**src/rtl/clk_div_pkg.sv**
```systemverilog
// Shared types and constants for the multi-channel clock divider.
// Optional macro DUTY_CTRL_EN (used by clk_div_channel/clk_div_multi) adds programmable high length.
package clk_div_pkg;

  typedef enum logic {
    ST_IDLE,
    ST_RUN
  } ch_state_e;

  localparam int unsigned DEF_NUM_CH  = 4;
  localparam int unsigned DEF_CNT_W   = 28;
  localparam int unsigned DEF_RST_DIV = 2;

  // High length for the 50% rule: odd divisors put the extra cycle in the high phase.
  function automatic logic [31:0] half_len(input logic [31:0] n);
    return n - (n >> 1);
  endfunction

endpackage

```
**src/rtl/clk_div_channel.sv**
```systemverilog
// One divider channel: counter, active/pending divisor and IDLE/RUN FSM.
// Macro DUTY_CTRL_EN adds a pending/active high length loaded from high_in.
module clk_div_channel
  import clk_div_pkg::*;
#(
  parameter int unsigned CNT_W   = DEF_CNT_W,
  parameter int unsigned RST_DIV = DEF_RST_DIV
) (
  input  logic             clock_in,
  input  logic             reset_n,
  input  logic             enable,
  input  logic             load,
`ifdef DUTY_CTRL_EN
  input  logic [CNT_W-1:0] high_in,
`endif
  input  logic [CNT_W-1:0] divisor_in,
  output logic             clock_out,
  output logic             tick,
  output logic             busy
);

  ch_state_e        state_q, state_d;
  logic [CNT_W-1:0] cnt_q, cnt_d;
  logic [CNT_W-1:0] n_act_q, n_act_d;
  logic [CNT_W-1:0] n_pend_q, n_pend_d;
  logic             clk_q, clk_d;
  logic             tick_q, tick_d;
  logic [CNT_W-1:0] h_act;
  logic             boundary;

`ifdef DUTY_CTRL_EN
  logic [CNT_W-1:0] h_pend_q, h_pend_d;
  logic [CNT_W-1:0] h_act_q, h_act_d;

  function automatic logic [CNT_W-1:0] clamp_h(input logic [CNT_W-1:0] h,
                                               input logic [CNT_W-1:0] n);
    if (n < CNT_W'(2)) return CNT_W'(1);
    if (h == '0) return CNT_W'(1);
    if (h > n - CNT_W'(1)) return n - CNT_W'(1);
    return h;
  endfunction

  assign h_act = h_act_q;
`else
  assign h_act = CNT_W'(half_len(32'(n_act_q)));
`endif

  // A stopped channel (N=0) sits permanently at a boundary so a new load is adopted at once.
  assign boundary = (state_q == ST_IDLE) || (cnt_q == n_act_q) || (n_act_q == '0);

  always_comb begin
    state_d  = state_q;
    cnt_d    = cnt_q;
    n_act_d  = n_act_q;
    n_pend_d = load ? divisor_in : n_pend_q;
    clk_d    = clk_q;
    tick_d   = tick_q;
`ifdef DUTY_CTRL_EN
    h_pend_d = load ? high_in : h_pend_q;
    h_act_d  = h_act_q;
`endif
    if (!enable) begin
      state_d = ST_IDLE;
      cnt_d   = '0;
      clk_d   = 1'b0;
      tick_d  = 1'b0;
    end else if (boundary) begin
      state_d = ST_RUN;
      n_act_d = n_pend_q;
      cnt_d   = CNT_W'(1);
      clk_d   = (n_pend_q != '0);
      tick_d  = (n_pend_q != '0);
`ifdef DUTY_CTRL_EN
      h_act_d = clamp_h(h_pend_q, n_pend_q);
`endif
    end else begin
      cnt_d  = cnt_q + CNT_W'(1);
      clk_d  = (cnt_q < h_act);
      tick_d = 1'b0;
    end
  end

  always_ff @(posedge clock_in or negedge reset_n) begin
    if (!reset_n) begin
      state_q  <= ST_IDLE;
      cnt_q    <= '0;
      n_act_q  <= CNT_W'(RST_DIV);
      n_pend_q <= CNT_W'(RST_DIV);
      clk_q    <= 1'b0;
      tick_q   <= 1'b0;
`ifdef DUTY_CTRL_EN
      h_pend_q <= CNT_W'(half_len(32'(RST_DIV)));
      h_act_q  <= CNT_W'(half_len(32'(RST_DIV)));
`endif
    end else begin
      state_q  <= state_d;
      cnt_q    <= cnt_d;
      n_act_q  <= n_act_d;
      n_pend_q <= n_pend_d;
      clk_q    <= clk_d;
      tick_q   <= tick_d;
`ifdef DUTY_CTRL_EN
      h_pend_q <= h_pend_d;
      h_act_q  <= h_act_d;
`endif
    end
  end

  assign clock_out = clk_q;
  assign tick      = tick_q;
  assign busy      = (state_q == ST_RUN);

endmodule

```
**src/rtl/clk_div_multi.sv**
```systemverilog
// NUM_CH independent programmable clock dividers sharing one input clock.
// Macro DUTY_CTRL_EN adds the high_in bus for per-channel high length.
module clk_div_multi
  import clk_div_pkg::*;
#(
  parameter int unsigned NUM_CH  = DEF_NUM_CH,
  parameter int unsigned CNT_W   = DEF_CNT_W,
  parameter int unsigned RST_DIV = DEF_RST_DIV
) (
  input  logic                    clock_in,
  input  logic                    reset_n,
  input  logic [NUM_CH-1:0]       enable,
  input  logic [NUM_CH-1:0]       load,
`ifdef DUTY_CTRL_EN
  input  logic [NUM_CH*CNT_W-1:0] high_in,
`endif
  input  logic [NUM_CH*CNT_W-1:0] divisor_in,
  output logic [NUM_CH-1:0]       clock_out,
  output logic [NUM_CH-1:0]       tick,
  output logic [NUM_CH-1:0]       busy
);

  for (genvar g = 0; g < NUM_CH; g++) begin : g_ch
    clk_div_channel #(
      .CNT_W  (CNT_W),
      .RST_DIV(RST_DIV)
    ) u_ch (
      .clock_in  (clock_in),
      .reset_n   (reset_n),
      .enable    (enable[g]),
      .load      (load[g]),
`ifdef DUTY_CTRL_EN
      .high_in   (high_in[g*CNT_W +: CNT_W]),
`endif
      .divisor_in(divisor_in[g*CNT_W +: CNT_W]),
      .clock_out (clock_out[g]),
      .tick      (tick[g]),
      .busy      (busy[g])
    );
  end

endmodule

```
**config.mk**
```make
export PLATFORM = sky130hd
export DESIGN_NAME = clk_div_multi
export DESIGN_NICKNAME = d
export VERILOG_FILES = /design/src/rtl/clk_div_pkg.sv /design/src/rtl/clk_div_channel.sv /design/src/rtl/clk_div_multi.sv
export SDC_FILE = /design/constraint.sdc
export NUM_CORES = 1
export LEC_CHECK = 0
export ABC_CLOCK_PERIOD_IN_PS = 3600
export CORE_ASPECT_RATIO = 0.6
export CORE_MARGIN = 4
export CORE_UTILIZATION = 45
export DETAILED_ROUTE_END_ITERATION = 16
export PLACE_DENSITY = 0.74
export SETUP_SLACK_MARGIN = 0.02
export SLEW_MARGIN = 20
export SYNTH_ARGS = -nofsm -noshare
export SYNTH_HDL_FRONTEND = slang
export SYNTH_HIERARCHICAL = 1
export SYNTH_SLANG_ARGS = --single-unit
```
**constraint.sdc**
```tcl
create_clock -name clock_in -period 3.6 [get_ports clock_in]
set_clock_uncertainty 0.05 [all_clocks]
set_input_delay 0.72 -clock clock_in [delete_from_list [all_inputs] [get_ports clock_in]]
set_output_delay 0.72 -clock clock_in [all_outputs]
set_load 0.005 [all_outputs]
```
# Word-level counts from Yosys, hierarchy flattened
# Cells that the tools add are included.
# word_totals
mem_bits_ro	0
n_memories	0
register_bits	348
wordCells	100
latchBits	0
output_inout_bits	12
ram_bits	0
# op_classes
n_shift	0
muxes	32
multipliers	0
magnitude_cmp	4
n_reduce_logical	20
add_sub_neg	8
bitwise_logic	4
n_div	0
n_eq_ne	8
# op_table
op	n
two-way mux 28 bit	8
adder 28 x 1 -> 28 bit (second input constant)	4
equality test 28 bit	4
zero test 28 bit	4
less-than comparator 28 bit	4
nonzero test 28 bit	4
subtractor 28 x 27 -> 28 bit	4
two-way mux 1 bit	24
logical OR 1 bit	8
inequality test 2 x 1 -> 1 bit (second input constant)	4
AND reduction 2 bit	4
inverter 1 bit	4

# Logic depth before layout (Yosys ltp)
# logic_depth
word_depth	5
ltp_mapped	18
mapped_depth_nobuf	18

# Modules after synthesis
# Netlist, hierarchy kept.
# modules_own_cells
mod	cells_each	seq_area_each_um2	n_inst	area_each_um2
clk_div_channel at g_ch[1].u_ch ...	670	2179.6	2	6236.0
clk_div_channel at g_ch[3].u_ch	672	2179.6	1	6452.4
clk_div_channel at g_ch[0].u_ch	647	2179.6	1	6085.8

# Least setup slack after synthesis
# OpenSTA, ideal clock, no wires.
# synth_path
path_kind	reg-to-reg
start	reg g_ch[1].u_ch.n_act_q[1]
end	reg g_ch[1].u_ch.clk_q
period_less_slack_ps	3717
path_stages_with_launch	17
path_slack_ps	-117
arrival_time_ps	3534
n_path_buf	0
t_required_ps	3417
setup_ps	133
path_cell_list	dfstp_2 -> ha_1 -> inv_1 -> fa_1 -> nor2b_1 -> o2111ai_1 -> nand3b_2 -> a311oi_2 -> o221ai_2 -> a221oi_2 -> xnor2_1 -> ha_1 -> nand4_1 -> nor4_1 -> a21oi_1 -> o211ai_1 -> o31ai_1
# synth_via
elab_chain_cells	5
# synth_rtl
item	line	source
from (decl)	clk_div_channel.sv:24	logic [CNT_W-1:0] n_act_q, n_act_d;
from (signal assigned)	clk_div_channel.sv:87	n_act_q <= CNT_W'(RST_DIV);
from (signal assigned)	clk_div_channel.sv:98	n_act_q <= n_act_d;
branches (longest 3 deep; another with subtractor 28 x 27 -> 28 bit)	--	
two-way mux 1 bit *	clk_div_channel.sv:67	end else if (boundary) begin
two-way mux 1 bit *	clk_div_channel.sv:62	if (!enable) begin
via g_ch[1].u_ch.clk_d	clk_div_channel.sv:26	logic clk_q, clk_d;
to (signal assigned)	clk_div_channel.sv:100	clk_q <= clk_d;
to (decl)	clk_div_channel.sv:26	
# Mark *: on every way through the listed nets, which the timed path passes.
# A chain may end at the register's enable or synchronous reset.

# Worst setup path after layout
# layout_path
start	reg g_ch[0].u_ch.n_act_q[1]
end	reg g_ch[0].u_ch.clk_q
# layout_via
elab_chain_cells	5
# layout_rtl
item	line
from (decl)	clk_div_channel.sv:24
from (signal assigned)	clk_div_channel.sv:87
from (signal assigned)	clk_div_channel.sv:98
branches (longest 3 deep; another with subtractor 28 x 27 -> 28 bit)	--
two-way mux 1 bit *	clk_div_channel.sv:67
two-way mux 1 bit *	clk_div_channel.sv:62
via g_ch[0].u_ch.clk_d	clk_div_channel.sv:26
to (signal assigned)	clk_div_channel.sv:100
to (decl)	clk_div_channel.sv:26
# Marked as above.

==> results.cfg <==
[power_and_ir_drop]
pwr-share-seq = 0.276
p_clk_frac = 0.227
p_int_mw = 10.3
finalPower_mw = 16.7
p_sw_mw = 6.38
p_per_area_mw_per_mm2 = 535
swShare = 0.383
vdd_drop_max_v = 0.000366
p_comb_frac = 0.497
leakagePower_nw = 13.8

[place]
gp_congestion = 0.991
io_buffers = 133
placed_area_mm2 = 0.0295
pre_cts_ws_ns = -0.313
dp_hpwl_um = 59400

[timing]
rsz0062_at_grt = true
worst_slew_pin_slew_ns = 0.816
finalSetupTns_ns = -0.583
max_slew_margin = 0.451
setup_viol = 4
hold_viol_final = 0
maxSlewViolCount = 0
fin_ws_ns = -0.205
finalCritPeriodShare = 1.06
fin_crit_ns = 3.81
fmax_mhz = 263

[job]
cap_violations = 0

[synth]
synth_common_cells = dfrtp_1, ha_1, xnor2_1
syn-instance-count = 2659
ys_top_cells_by_area = dfrtp_1, ha_1, xnor2_1
yosysMostFrequentCell = dfrtp_1
syn_area_per_cell_um2 = 9.41
synth.yosys.warnings = 6
synth-main-ff-cell = dfrtp_1
synth_area_mm2 = 0.0250
synth_cell_types = 95
synth-seq-cells = 348
yosys.area.top_type = dfrtp_1
yosysSeqAreaShare = 0.349
async_reset_ff_frac = 1.00
synth_top_area_frac = 0.340
synth_nets = 3061
synth-edff-count = 0

[route]
vias_per_cell = 5.64
via_count = 21800
wl_per_cell_um = 19.4
finalWirelength_um = 74800
ant_nets = 0
firstDrtPassIters = 5
drt-initial-drc-count = 2028
drc_errors = 0

[layout]
area_growth_pct = 24.6
drive_gt1_frac = 0.213
antenna_cells = 0
postLayoutCellArea_mm2 = 0.0312
fillCellCount = 4680
finalNetCount = 3491

[floorplanning]
pin_count = 134
core.rowCount = 66
fp.dieArea_mm2 = 0.0595
start_util = 0.458
coreArea_mm2 = 0.0546
die_h_um = 191
die_w_um = 312

[min_path]
hold_class = in -> async

[setup_path]
critPathRequiredTime_ns = 4.04
endpoint_kind = flip-flop
path_class = reg -> reg
cp-start-kind = flip-flop
cp.arrival_ns = 4.25
cp_max_fo = 4

[global_routing]
grt-ovfl-total = 0
grt_pass1_vias = 21400
grt_pass1_wl_um = 118000
grt_usage = 0.248
antenna_found_initial = 2
grt_max_degree = 78

[clock_tree]
cts.sinks = 348
cts_tree = yes
cts_max_path_buffers = 3
htree_levels = 2
clk_latency_ns = 0.56
clk_pin_slew_ns = 0.06
cts_inserted_buffers = 35
cts_root_buf = clkbuf_16
cts_hold_buf = 0

[outcome]
violations = negative setup slack
status = finished with violations
[cell usage in the layout, fill, tap and decap left out, types with 10 or more instances in the layout]
master and n:
a21oi_1 136, o21ai_1 33, nor2_1 207, o211ai_1 11
nand2_1 199, o21bai_1 18, xor2_1 78, and3_1 35
mux2_2 142, a31oi_1 11, xnor2_1 213, a211oi_1 10
a21o_1 44, nand3_1 47, o31ai_1 11, nand2b_1 31
nor3_1 35, inv_1 183, dfrtp_1 338, nor2b_1 39
clkbuf_16 35, nor4_1 41, clkbuf_8 10, ha_1 269
o21ai_0 118, clkdlybuf4s50_1 132, or3_1 20, buf_4 331
nand4_1 80
[through the flow]
step                hold slack (ns)  std cells  utilization
finish                       0.0949       3863        0.571
global route                  0.140       3863        0.571
CTS                           0.108       3858        0.567
detailed placement            0.437       3780        0.540
global placement              0.434       3780        0.540
floorplan                     0.374       2659            -
[power by group through the flow]
stage / combinational (mW) / clock (mW) / sequential, mW
floorplan: 4.65 / 0 / 4.60
global placement: 7.47 / 0 / 4.64
finish: 8.29 / 3.78 / 4.60
global route: 9.02 / 4.06 / 4.64
CTS: 7.97 / 3.90 / 4.59
detailed placement: 7.69 / 0 / 4.66
[worst paths after layout]
check | to | startpoint | depth (start not counted) | slack, ns
max | g_ch[0].u_ch/clock_out$_DFF_PN0_ | g_ch[0].u_ch/n_act_q[1]$_DFFE_PN1P_ | 14 | -0.21
min | g_ch[1].u_ch/cnt_q[6]$_DFF_PN0_ | reset_n | 1 | 0.09
max reg2reg | g_ch[0].u_ch/clock_out$_DFF_PN0_ | g_ch[0].u_ch/n_act_q[1]$_DFFE_PN1P_ | 14 | -0.21
min reg2reg | g_ch[0].u_ch/n_act_q[1]$_DFFE_PN1P_ | g_ch[0].u_ch/n_pend_q[1]$_DFFE_PN1P_ | 2 | 0.45
max in group asynchronous | g_ch[2].u_ch/n_act_q[1]$_DFFE_PN1P_ | reset_n | 2 | 2.44
min in group clock_in | g_ch[0].u_ch/n_act_q[1]$_DFFE_PN1P_ | g_ch[0].u_ch/n_pend_q[1]$_DFFE_PN1P_ | 2 | 0.45
[logic make-up after synthesis]
logic type / after synthesis / synth area share
muxes: 144 / 0.0647
and+or+nand+nor: 812 / 0.166
buffers and inverters: 264 / 0.0408
AOI/OAI and AO/OA: 517 / 0.135
adders and majority gates: 280 / 0.141
DFF: 348 / 0.349
xor gates and xnor gates: 294 / 0.103
[worst max-delay path: stages (launching register included)]
cell	delay [ns]
dfstp_2	0.57
ha_1	0.24
nor2b_1	0.14
o311a_1	0.33
o311a_4	0.34
a211o_1	0.32
a311oi_2	0.29
xor2_1	0.23
ha_1	0.29
a21oi_1	0.19
o21ai_1	0.13
a2111oi_2	0.23
o21ai_1	0.16
nand3_1	0.10
a31o_1	0.14
[timing repair]
item,in CTS,in global routing
buffers inserted,15,5
pin swaps,72,31
resized for setup,60,27
endpoints found under the setup margin,4,4
[final cells by class]
type	count	area [um2]	share of cell area
timing repair buffer	468	3890	0.125
tap	748	936	0.0300
clock buffer	54	1050	0.0336
clock inverter	9	113	0.00361
sequential	348	8720	0.280
inverter	189	709	0.0228
multi-input combinational	2047	15700	0.505
[layer usage]
metal,vias to the layer above,GRT usage,wire length [um]
li1,10300,-,-
met3,81,0.0497,7020
met2,848,0.334,28200
met4,2,0.0462,1190
met1,10600,0.404,38300
met5,-,0,12
[state kept, by name, indices dropped and copies added (netlist names)]
signal and flops:
g_ch.u_ch/cnt_q 112, g_ch.u_ch/n_act_q 112, g_ch.u_ch/n_pend_q 112, g_ch.u_ch/busy 4
g_ch.u_ch/clock_out 4, g_ch.u_ch/tick 4
Note: power is estimated with default switching activity, not from simulation.
